===== config.mk =====
export PLATFORM = sky130hd
export DESIGN_NAME = mdu_hilo
export DESIGN_NICKNAME = d
export VERILOG_FILES = /design/src/rtl/mdu_hilo.sv
export SDC_FILE = /design/constraint.sdc
export NUM_CORES = 1
export LEC_CHECK = 0
export ABC_AREA = 0
export BUFFER_PORTS_ARGS = -buffer_cell sky130_fd_sc_hd__buf_2
export CORE_ASPECT_RATIO = 1.5
export CORE_MARGIN = 3
export CORE_UTILIZATION = 59
export CTS_BUF_LIST = sky130_fd_sc_hd__clkbuf_4 sky130_fd_sc_hd__clkbuf_8 sky130_fd_sc_hd__clkbuf_16
export DETAILED_ROUTE_END_ITERATION = 8
export PLACE_DENSITY_LB_ADDON = 0.05
export SYNTH_ARGS = -nofsm -noshare
export SYNTH_HDL_FRONTEND = slang
export SYNTH_SLANG_ARGS = --single-unit
export TNS_END_PERCENT = 100

===== constraint.sdc =====
create_clock -name Clock -period 4 [get_ports Clock]
set_input_delay 0.8 -clock Clock [delete_from_list [all_inputs] [get_ports Clock]]
set_output_delay 0.8 -clock Clock [all_outputs]
set_load 0.005 [all_outputs]

===== src/rtl/mdu_hilo.sv =====
// mdu_hilo: iterative multiply/divide unit holding the architectural HI/LO pair.
// One shift-add (multiply) or restoring-subtract (divide) step per cycle,
// WIDTH steps per operation, then a sign-fix cycle that writes HI/LO.
// Build option: define MDU_DIV_EN to include the divider datapath (Op 10/11).
// With MDU_DIV_EN undefined, Start with Op[1]=1 is ignored.
module mdu_hilo #(
   parameter int WIDTH = 32
) (
   input  logic             Clock,
   input  logic             Resetn,
   input  logic             Start,
   input  logic [1:0]       Op,
   input  logic [WIDTH-1:0] A,
   input  logic [WIDTH-1:0] B,
   input  logic             HiWrite,
   input  logic             LoWrite,
   input  logic [WIDTH-1:0] Wd,
   output logic             Busy,
   output logic             Done,
   output logic [WIDTH-1:0] Hi,
   output logic [WIDTH-1:0] Lo
);

   localparam int CW = $clog2(WIDTH) + 1;
   localparam logic [CW-1:0] CNT_INIT = CW'(WIDTH);
   localparam logic [CW-1:0] CNT_LAST = {{(CW-1){1'b0}}, 1'b1};

   typedef enum logic [1:0] {
      S_IDLE = 2'd0,
      S_RUN  = 2'd1,
      S_FIX  = 2'd2
   } state_t;

   state_t               state_q;
   logic [CW-1:0]        cnt_q;
   logic [2*WIDTH-1:0]   acc_q;     // {upper, lower}: product, or {remainder, quotient}
   logic [WIDTH-1:0]     opnd_q;    // multiplicand magnitude or divisor magnitude
   logic                 is_div_q;
   logic                 neg_q_q;   // product / quotient must be negated
   logic                 neg_r_q;   // remainder must be negated
   logic [WIDTH-1:0]     hi_q;
   logic [WIDTH-1:0]     lo_q;
   logic                 busy_q;
   logic                 done_q;

   logic                 start_ok_s;
   logic [WIDTH-1:0]     a_mag_s;
   logic [WIDTH-1:0]     b_mag_s;
   logic [2*WIDTH-1:0]   acc_d;
   logic [WIDTH:0]       mul_sum_s;
   logic [2*WIDTH:0]     mul_wide_s;
   logic [2*WIDTH-1:0]   prod_neg_s;
   logic [WIDTH-1:0]     fix_hi_s;
   logic [WIDTH-1:0]     fix_lo_s;

   // Two's-complement magnitude of x when the operation is signed.
   function automatic logic [WIDTH-1:0] magnitude(input logic [WIDTH-1:0] x, input logic sgn);
      if (sgn && x[WIDTH-1]) begin
         magnitude = -x;
      end else begin
         magnitude = x;
      end
   endfunction

   assign Busy = busy_q;
   assign Done = done_q;
   assign Hi   = hi_q;
   assign Lo   = lo_q;

   assign a_mag_s = magnitude(A, Op[0]);
   assign b_mag_s = magnitude(B, Op[0]);

   // Launch qualification: divide requests are dropped when the divider is not built.
   always_comb begin
`ifdef MDU_DIV_EN
      start_ok_s = Start;
`else
      start_ok_s = Start & ~Op[1];
`endif
   end

   // One iteration of the multiply or divide sequence on the accumulator.
   always_comb begin
      acc_d      = acc_q;
      mul_sum_s  = {1'b0, acc_q[2*WIDTH-1:WIDTH]} + {1'b0, opnd_q};
      mul_wide_s = {mul_sum_s, acc_q[WIDTH-1:0]};
      if (!is_div_q) begin
         if (acc_q[0]) begin
            acc_d = mul_wide_s[2*WIDTH:1];
         end else begin
            acc_d = {1'b0, acc_q[2*WIDTH-1:1]};
         end
      end else begin
`ifdef MDU_DIV_EN
         // The shifted remainder can reach WIDTH+1 bits, so compare on that width.
         logic [WIDTH:0] rem_sh_s;
         logic [WIDTH:0] trial_s;
         rem_sh_s = {acc_q[2*WIDTH-1:WIDTH], acc_q[WIDTH-1]};
         trial_s  = rem_sh_s - {1'b0, opnd_q};
         if (rem_sh_s >= {1'b0, opnd_q}) begin
            acc_d = {trial_s[WIDTH-1:0], acc_q[WIDTH-2:0], 1'b1};
         end else begin
            acc_d = {rem_sh_s[WIDTH-1:0], acc_q[WIDTH-2:0], 1'b0};
         end
`else
         acc_d = acc_q;
`endif
      end
   end

   // Sign correction of the finished accumulator into HI/LO values.
   always_comb begin
      prod_neg_s = -acc_q;
      fix_hi_s   = acc_q[2*WIDTH-1:WIDTH];
      fix_lo_s   = acc_q[WIDTH-1:0];
      if (!is_div_q) begin
         if (neg_q_q) begin
            fix_hi_s = prod_neg_s[2*WIDTH-1:WIDTH];
            fix_lo_s = prod_neg_s[WIDTH-1:0];
         end else begin
            fix_hi_s = acc_q[2*WIDTH-1:WIDTH];
            fix_lo_s = acc_q[WIDTH-1:0];
         end
      end else begin
         if (neg_q_q) begin
            fix_lo_s = -acc_q[WIDTH-1:0];
         end else begin
            fix_lo_s = acc_q[WIDTH-1:0];
         end
         if (neg_r_q) begin
            fix_hi_s = -acc_q[2*WIDTH-1:WIDTH];
         end else begin
            fix_hi_s = acc_q[2*WIDTH-1:WIDTH];
         end
      end
   end

   // Control FSM with registered Busy/Done and the HI/LO architectural registers.
   always_ff @(posedge Clock or negedge Resetn) begin
      if (!Resetn) begin
         state_q  <= S_IDLE;
         cnt_q    <= {CW{1'b0}};
         acc_q    <= {(2*WIDTH){1'b0}};
         opnd_q   <= {WIDTH{1'b0}};
         is_div_q <= 1'b0;
         neg_q_q  <= 1'b0;
         neg_r_q  <= 1'b0;
         hi_q     <= {WIDTH{1'b0}};
         lo_q     <= {WIDTH{1'b0}};
         busy_q   <= 1'b0;
         done_q   <= 1'b0;
      end else begin
         done_q <= 1'b0;
         case (state_q)
            S_IDLE: begin
               if (start_ok_s) begin
                  state_q  <= S_RUN;
                  busy_q   <= 1'b1;
                  cnt_q    <= CNT_INIT;
                  is_div_q <= Op[1];
                  neg_q_q  <= Op[0] & (A[WIDTH-1] ^ B[WIDTH-1]);
                  neg_r_q  <= Op[0] & A[WIDTH-1];
                  if (Op[1]) begin
                     acc_q  <= {{WIDTH{1'b0}}, a_mag_s};
                     opnd_q <= b_mag_s;
                  end else begin
                     acc_q  <= {{WIDTH{1'b0}}, b_mag_s};
                     opnd_q <= a_mag_s;
                  end
               end else begin
                  if (HiWrite) begin
                     hi_q <= Wd;
                  end
                  if (LoWrite) begin
                     lo_q <= Wd;
                  end
               end
            end
            S_RUN: begin
               acc_q <= acc_d;
               cnt_q <= cnt_q - CNT_LAST;
               if (cnt_q == CNT_LAST) begin
                  state_q <= S_FIX;
               end
            end
            S_FIX: begin
               hi_q    <= fix_hi_s;
               lo_q    <= fix_lo_s;
               busy_q  <= 1'b0;
               done_q  <= 1'b1;
               state_q <= S_IDLE;
            end
            default: begin
               state_q <= S_IDLE;
               busy_q  <= 1'b0;
            end
         endcase
      end
   end

endmodule

Word level (Yosys, flattened, before mapping)
Cells that the tools add are included.
{"block": "op_classes", "add_sub_neg": 7, "mul": 0, "div": 0, "magnitude_cmp": 0, "eq_ne": 9, "shift": 0, "muxes": 28, "bitwise_logic": 6, "reduce_logical": 12}
{"operator": "2-to-1 mux 32 bit", "count": 14}
{"operator": "2-to-1 mux 64 bit", "count": 3}
{"operator": "negator 32 bit", "count": 4}
{"operator": "one-hot mux 32 bit (2 select lines)", "count": 2}
{"operator": "one-hot mux 64 bit (2 select lines)", "count": 1}
{"operator": "negator 64 bit", "count": 1}
{"operator": "adder 32 x 32 -> 33 bit", "count": 1}
{"operator": "!= test 2 bit, second input constant", "count": 6}
{"operator": "one-hot mux 6 bit (2 select lines)", "count": 1}
{"operator": "AND reduction 3 bit", "count": 3}
{"operator": "AND reduction 2 bit", "count": 4}
{"operator": "equality test 6 x 1 -> 1 bit, second input constant", "count": 1}
{"operator": "2-to-1 mux 6 bit", "count": 1}
{"operator": "subtractor 6 x 1 -> 6 bit, second input constant", "count": 1}
{"operator": "2-to-1 mux 2 bit", "count": 2}
{"operator": "one-hot mux 2 bit (2 select lines)", "count": 1}
{"operator": "nonzero test 2 bit", "count": 2}
{"operator": "bitwise AND 1 bit", "count": 3}
{"operator": "equality test 2 x 1 -> 1 bit, second input constant", "count": 1}
{"operator": "equality test 2 bit, second input constant", "count": 1}
{"operator": "logical AND 1 bit", "count": 2}
{"operator": "zero test 2 bit", "count": 1}
{"operator": "2-to-1 mux 1 bit", "count": 2}
{"operator": "inverter 1 bit", "count": 2}
{"operator": "other kinds (2)", "count": 2}
{"block": "word_totals", "ff_bits": 173, "latchBits": 0, "ram_bits": 0, "rom_bits": 0, "input_bits": 103, "out_inout_bits": 66, "word_cells": 73, "mem_count": 0}

Depth between registers and ports, before layout
Gate-level depths: netlist of the first run.
{"block": "depth", "word_depth": 5, "depth_mapped": 11, "depth_no_buf": 11}

Worst setup path after synthesis of the first run
OpenSTA, ideal clock, no wires.
{"block": "synth_path", "kind": "input port to flip-flop", "startpoint": "input A[9]", "endpoint": "register opnd_q[26]", "setup_ns": 0.133, "arrival_ns": 2.857, "required_time_ns": 3.867, "path_slack_ns": 1.010, "cell_stages": 7, "path_buffers": 0, "path_cell_list": "or4_1 or3_1 o31ai_1 o21ai_0 a21oi_1 xor2_1 o21ai_0"}
{"block": "synth_via", "elab_chain_len": 3}
{"element": "start, declared", "line": "13", "rtl": "input logic [WIDTH-1:0] A,"}
{"element": "negator 32 bit", "line": "59", "rtl": "magnitude = -x;"}
{"element": "2-to-1 mux 32 bit", "line": "58", "rtl": "if (sgn && x[WIDTH-1]) begin"}
{"element": "2-to-1 mux 32 bit", "line": "163", "rtl": "if (Op[1]) begin"}
{"element": "end signal, assigned", "line": "144", "rtl": "opnd_q <= {WIDTH{1'b0}};"}
{"element": "end signal, assigned", "line": "165", "rtl": "opnd_q <= b_mag_s;"}
{"element": "end signal, assigned", "line": "168", "rtl": "opnd_q <= a_mag_s;"}
{"element": "end, declared", "line": "37", "rtl": "logic [WIDTH-1:0] opnd_q;"}
Every way passes these cells.
A chain may end at the register's enable or synchronous reset.

Worst setup path in the final report of the first run
{"block": "layout_path", "startpoint": "register acc_q[12]", "endpoint": "register hi_q[16], in the netlist Hi[16]"}
{"block": "layout_via", "elab_chain_len": 4}
{"element": "start, declared", "line": "36", "rtl": "logic [2*WIDTH-1:0] acc_q;"}
{"element": "start signal, assigned", "line": "143", "rtl": "acc_q <= {(2*WIDTH){1'b0}};"}
{"element": "start signal, assigned", "line": "164", "rtl": "acc_q <= {{WIDTH{1'b0}}, a_mag_s};"}
{"element": "start signal, assigned", "line": "167", "rtl": "acc_q <= {{WIDTH{1'b0}}, b_mag_s};"}
{"element": "negator 64 bit", "line": "113", "rtl": "prod_neg_s = -acc_q;"}
{"element": "2-to-1 mux 32 bit", "line": "117", "rtl": "if (neg_q_q) begin"}
{"element": "2-to-1 mux 32 bit", "line": "116", "rtl": "if (!is_div_q) begin"}
{"element": "one-hot mux 32 bit (2 select lines)", "line": "154", "rtl": "case (state_q)"}
{"element": "end signal, assigned", "line": "148", "rtl": "hi_q <= {WIDTH{1'b0}};"}
{"element": "end signal, assigned", "line": "172", "rtl": "hi_q <= Wd;"}
{"element": "end signal, assigned", "line": "187", "rtl": "hi_q <= fix_hi_s;"}
{"element": "end, declared", "line": "41", "rtl": "logic [WIDTH-1:0] hi_q;"}
Every way passes these cells.

==> results.md, run 1 <==
- Post-DRT Antenna Nets: 0
- Max Cap Violations: 0
- Synth-to-Final Area Change: 14.2%
- Crit start category: flip-flop
- First-pass GRT wire length: 57,900 um
- CP Class: reg -> reg
- Largest net degree at the start of global routing: 88
- Crit path capture type: flip-flop
- Total CTS buffers: 17
- Clk slew on worst S/H paths: 0.07 ns
- Clock root buffer master: clkbuf_16
- Worst path arrival time: 3.62 ns
- Nets: 1,690
- Number of port buffers: 168
- Setup WS post-layout: 0.681 ns
- Gate Count Post-Synth: 1,421
- Pleak: 5.93 nW
- Clock Latency Late Sink: 0.44 ns
- Pwr Density: 822 nW/um^2
- Total grt overflow: 0
- Pre-Repair DR Iteration Count: 7
- Clk buf depth: 2
- Antenna violations before repair: 0
- Post CTS Setup Buffer Count: 0
- Post-cts sizing count: 0
- Diodes inserted: 0
- Worst slew margin: 8.35%
- DIE WIDTH: 122 um
- Required time worst endpoint: 4.30 ns
- Top Ports: 169
- RSZ-0062 raised after global routing: false
- Netlist cell types: 73
- Post-DR wirelength/cell: 20.1 um
- Post-Place Worst Slack: 0.596 ns
- Clock tree from TritonCTS: yes
- DRT Wirelength: 36,400 um
- Max-slew violation count: 0
- Maximum VDD drop: 386 uV
- Die height: 179 um
- Register area share after synthesis: 36.6%
- Ys flop type: dfrtp_1
- Crit share post-route: 83.0%
- Die area: 21,800 sq um
- GRT Total Usage: 33.8%
- FMAX: 301 MHz
- Drc violations: 0
- Top cells by area, synth: dfrtp_1, o21ai_0, nand2_1
- Final Critical Period: 3.32 ns
- Filler instances: 1,618
- Asr flop ratio synth: 100%
- Site Rows: 62
- #FFs+latches synth: 173
- Mean Syn Cell Area: 8.32 sq um
- Hold crit path type: in -> async
- Core Region: 19,400 sq um
- Fin util: 69.6%
- Final hold vios: 0
- Total power: 0.0111 W
- Area leader, netlist: dfrtp_1
- Hold buffers post-CTS: 0
- Vias: 11,500
- Status: complete, no violations
- Clk_skew: 0.00974 ns
- CTS H-tree lvls: 4
- EDFF count, synth: 0
- Fraction of layout cells with a size suffix above 1: 16.8%
- HPWL after DPL: 28,000 um
- CTS sink cnt: 173
- Setup TNS: 0 ns
- Synth Net Count: 1,563
- Vias in the first global route: 11,200
- GPL Wtd Cong: 1.01
- Initial Utilization: 60.9%
- Slew of the pin with the lowest slew margin: 1.37 ns
- Post-synthesis cell area: 11,800 sq um
- Maximum fanout along the worst path: 7
- Area fraction of the dominant cell type after synthesis: 36.6%
- Yosys warnings: 0
- Final setup violation count: 0
- Reg2reg setup slack: 0.68 ns
- 1st-iter DRT viols: 941
- Via/cell ratio: 6.30
## worst max-delay path: stages (launching register included)
cell and delay [ns]:
dfrtp_1 0.42, or4_4 0.57, or4_4 0.48, or4_1 0.57, o21ai_1 0.40, buf_4 0.22
o21ai_0 0.10, xnor2_1 0.29, o21ai_0 0.11
## metrics by stage
stage | cell area (sq um) | instances | hold WS [ns]
finish | 13500 | 1817 | 0.410
floorplan | 11800 | 1421 | 0.446
global placement | 12900 | 1785 | 0.456
CTS | 13500 | 1817 | 0.442
detailed placement | 12900 | 1785 | 0.465
global route | 13500 | 1817 | 0.467
## cell type report
class,instances,area (sq um),area share [%]
timing repair buffer,195,1100,8.15
multi-input combinational,1141,7100,52.6
clock buffer,19,447,3.31
tap,256,320,2.37
inverter,20,75.1,0.556
clock inverter,13,129,0.955
sequential,173,4330,32.1
## layer usage
metal | global-route usage [%] | vias up | wire [um]
li1 | - | 5462 | -
met1 | 38.5 | 5458 | 13700
met2 | 61.2 | 425 | 19100
met3 | 4.37 | 111 | 1690
met4 | 18.1 | 0 | 1960
met5 | 0 | - | 0
## flip-flops by register name, summed over array words and instances, names as in the netlist
signal / flops
Lo: 32
is_div_q: 1
neg_r_q: 1
state_q: 2
acc_q: 64
cnt_q: 6
neg_q_q: 1
Hi: 32
Done: 1
Busy: 1
opnd_q: 32
## cells in the mapped netlist (10+ instances only)
master    instances
o41ai_1          14
xnor2_1          64
o31ai_1          28
inv_1            19
o21ai_0         184
a21o_1           15
xor2_1           73
a22oi_1          57
a21oi_1          98
nor4_1           21
or4_1            17
o22ai_1          10
clkbuf_1         79
nand3_1          25
nor3_1           34
nand2_1         190
nor2_1           83
a31oi_1          14
o221ai_1         18
ha_1             38
dfrtp_1         173
or3_1            22
nand2b_1         10
mux2i_1          14
## cells in the final DEF, fill, tap and decap left out, types with 23 or more instances in the layout
| master | count |
|---|---|
| buf_4 | 23 |
| dfrtp_1 | 173 |
| xor2_1 | 73 |
| buf_2 | 167 |
| nand3_1 | 25 |
| nor2_1 | 81 |
| nand2_1 | 190 |
| ha_1 | 38 |
| xnor2_1 | 64 |
| a21oi_1 | 98 |
| nor3_1 | 33 |
| o21ai_0 | 184 |
| o31ai_1 | 28 |
| a22oi_1 | 57 |
## cell families after synthesis
| kind of cell | Yosys count | synth area share (%) |
|---|---|---|
| xor gates and xnor gates | 137 | 10.2 |
| and+or+nand+nor | 460 | 18.5 |
| buffers and inverters | 107 | 3.46 |
| adders and majority gates | 39 | 4.19 |
| DFF | 173 | 36.6 |
| AOI/OAI and AO/OA | 488 | 25.5 |
| muxes | 17 | 1.50 |
## path summary, 6_finish.rpt
kind / from / to / depth (start not counted)
worst min register to register: Lo[4] / Lo[4] / 2
worst min-delay path: Resetn / acc_q[14] / 1
min in group Clock: Lo[4] / Lo[4] / 2
worst max-delay path: acc_q[12] / Hi[16] / 8
worst max register to register: acc_q[12] / Hi[16] / 8
max in group asynchronous: Resetn / opnd_q[26] / 2
## power breakdown
part	leakage [nW]	switching (W)	internal, W
clock	0.280	0.000737	0.000895
sequential	2.13	0.000999	0.00258
combinational	3.52	0.00346	0.00242
(Power assumes the default switching activity.)
==> inputs of run 2 (changes only) <==
==> constraint.sdc (replaced) <==
create_clock -name Clock -period 3.5 [get_ports Clock]
set_input_delay 0.7 -clock Clock [delete_from_list [all_inputs] [get_ports Clock]]
set_output_delay 0.7 -clock Clock [all_outputs]
set_load 0.005 [all_outputs]
==> run 2 against run 1 <==
Via count is 2.0% higher. Non-clock buffer count grew 13. Hold slack lost 0.21 ns. Utilization increased by 0.53 points. Final area up 0.76%. Clock skew grew 0.00095 ns. Critical path type unchanged. Largest cell class unchanged.
==> results.md, run 2 (same netlist as run 1, synthesis figures left out) <==
- Pleak: 6.00 nW (was 5.93 nW)
- Largest register by flop count: acc_q (unchanged)
- CTS H-tree lvls: 4 (unchanged)
- Clock root buffer master: clkbuf_16 (unchanged)
- Post-cts sizing count: 0 (unchanged)
- CP Class: reg -> reg (unchanged)
- Clk buf depth: 2 (unchanged)
- Required time worst endpoint: 3.80 ns (was 4.30 ns)
- Max Cap Violations: 0 (unchanged)
- Largest net degree at the start of global routing: 70 (was 88)
- GPL Wtd Cong: 1.05 (was 1.01)
- Worst R2R Start: acc_q[12] (unchanged)
- DIE WIDTH: 122 um (unchanged)
- Total grt overflow: 0 (unchanged)
- Crit start category: flip-flop (unchanged)
- Total CTS buffers: 17 (unchanged)
- Site Rows: 62 (unchanged)
- Max-slew violation count: 0 (unchanged)
- RSZ-0062 raised after global routing: false (unchanged)
- Status: complete, no violations (unchanged)
- Post CTS Setup Buffer Count: 0 (unchanged)
- CTS sink cnt: 173 (unchanged)
- Worst Setup SP: acc_q[12] (unchanged)
- Slew of the pin with the lowest slew margin: 1.11 ns (was 1.37 ns)
- Diodes inserted: 0 (unchanged)
- Clk_skew: 0.0107 ns (was 0.00974 ns)
- Final setup violation count: 0 (unchanged)
- Max reg flops: 64 (unchanged)
- Hold buffers post-CTS: 0 (unchanged)
- Worst hold slack: 0.200 ns (was 0.410 ns)
- Fraction of layout cells with a size suffix above 1: 17.5% (was 16.8%)
- Final hold vios: 0 (unchanged)
- Vias: 11,700 (was 11,500)
- HPWL after DPL: 29,000 um (was 28,000 um)
- Setup TNS: 0 ns (unchanged)
- Clk slew on worst S/H paths: 0.07 ns (about the same)
- Synth-to-Final Area Change: 15.1% (was 14.2%)
- Maximum fanout along the worst path: 11 (was 7)
- Crit share post-route: 92.8% (was 83.0%)
- Vias in the first global route: 11,400 (was 11,200)
- Post-DRT Antenna Nets: 0 (unchanged)
- Antenna violations before repair: 0 (unchanged)
- Nets: 1,703 (was 1,690)
- GRT Total Usage: 34.4% (was 33.8%)
- Number of port buffers: 168 (unchanged)
- FMAX: 308 MHz (was 301 MHz)
- Worst slew margin: 25.6% (was 8.35%)
- Die height: 179 um (unchanged)
- Top Ports: 169 (unchanged)
- Worst path arrival time: 3.55 ns (was 3.62 ns)
- Reg2reg setup slack: 0.25 ns (was 0.68 ns)
- Maximum VDD drop: 478 uV (was 386 uV)
- DRT Wirelength: 37,100 um (was 36,400 um)
- Pwr Density: 937 nW/um^2 (was 822 nW/um^2)
- Clock tree from TritonCTS: yes (unchanged)
- Most frequent cells in the layout: nand2_1, o21ai_0, dfrtp_1 (unchanged)
- Final Critical Period: 3.25 ns (was 3.32 ns)
- Commonest non-fill, non-tap cell in the layout: nand2_1 (unchanged)
- 1st-iter DRT viols: 998 (was 941)
- Via/cell ratio: 6.39 (was 6.30)
- Clock Latency Late Sink: 0.44 ns (about the same)
- Drc violations: 0 (unchanged)
- Core Region: 19,400 sq um (unchanged)
- Die area: 21,800 sq um (unchanged)
- Pre-Repair DR Iteration Count: 7 (unchanged)
- First-pass GRT wire length: 59,000 um (was 57,900 um)
- Hold crit path type: in -> async (unchanged)
- Crit path capture type: flip-flop (unchanged)
- Initial Utilization: 60.9% (unchanged)
- Post-DR wirelength/cell: 20.3 um (was 20.1 um)
==> run 2: cell types whose count changed in the layout (fill, tap and decap cells not counted), sizes merged <==
cell and change:
buf +13, bufinv -1, clkbuf -2, clkinv +4, inv -1
==> run 2: path summary, 6_finish.rpt <==
check	to	cells after the start
max	Hi[22]	8
min	acc_q[7]	1
max reg2reg	Hi[22]	8
min reg2reg	cnt_q[5]	1
max in group asynchronous	acc_q[62]	2
min in group Clock	cnt_q[5]	1
==> run 2: layout make-up <==
type                    count  area [sq um]
multi-input cells        1141          7100
fillers                  1653          5790
flip-flops and latches    173          4330
repair buffers            208          1200
clock buffers              17           425
well taps                 256           320
clock inverters            15           155
inverters                  20          75.1
==> run 2: stage by stage <==
step	cell area (sq um)	cells	util, %	total power [W]	setup WS, ns
finish	13600	1830	70.1	0.0127	0.253
global route	13600	1830	70.1	0.0137	0.131
CTS	13600	1830	70.1	0.0127	0.293
detailed placement	13000	1798	67.1	0.0108	0.312
global placement	13000	1798	67.1	0.0106	0.358
floorplan	11800	1421	-	0.00842	0.610
==> run 2: layer usage <==
| layer | vias up | global-route usage, % | routed length (um) |
|---|---|---|---|
| met5 | - | 0 | 0 |
| met1 | 5594 | 39.3 | 13800 |
| li1 | 5484 | - | - |
| met3 | 116 | 4.02 | 1970 |
| met4 | 0 | 19.5 | 2130 |
| met2 | 491 | 61.9 | 19200 |
==> run 2: report_power, final <==
part	internal (W)	switching (W)	total, W
Combinational	0.00282	0.00402	0.00684
Clock	0.000950	0.000910	0.00186
Sequential	0.00295	0.00109	0.00404
Total	0.00672	0.00602	0.0127
==> run 2: worst max-delay path, cell delays in order, from the launching register on <==
cell and delay [ns]:
dfrtp_1 0.43, or4_4 0.58, or4_4 0.48, or4_1 0.71, o21ai_1 0.18, buf_4 0.19
a21boi_0 0.28, xor2_1 0.17, a21oi_1 0.09
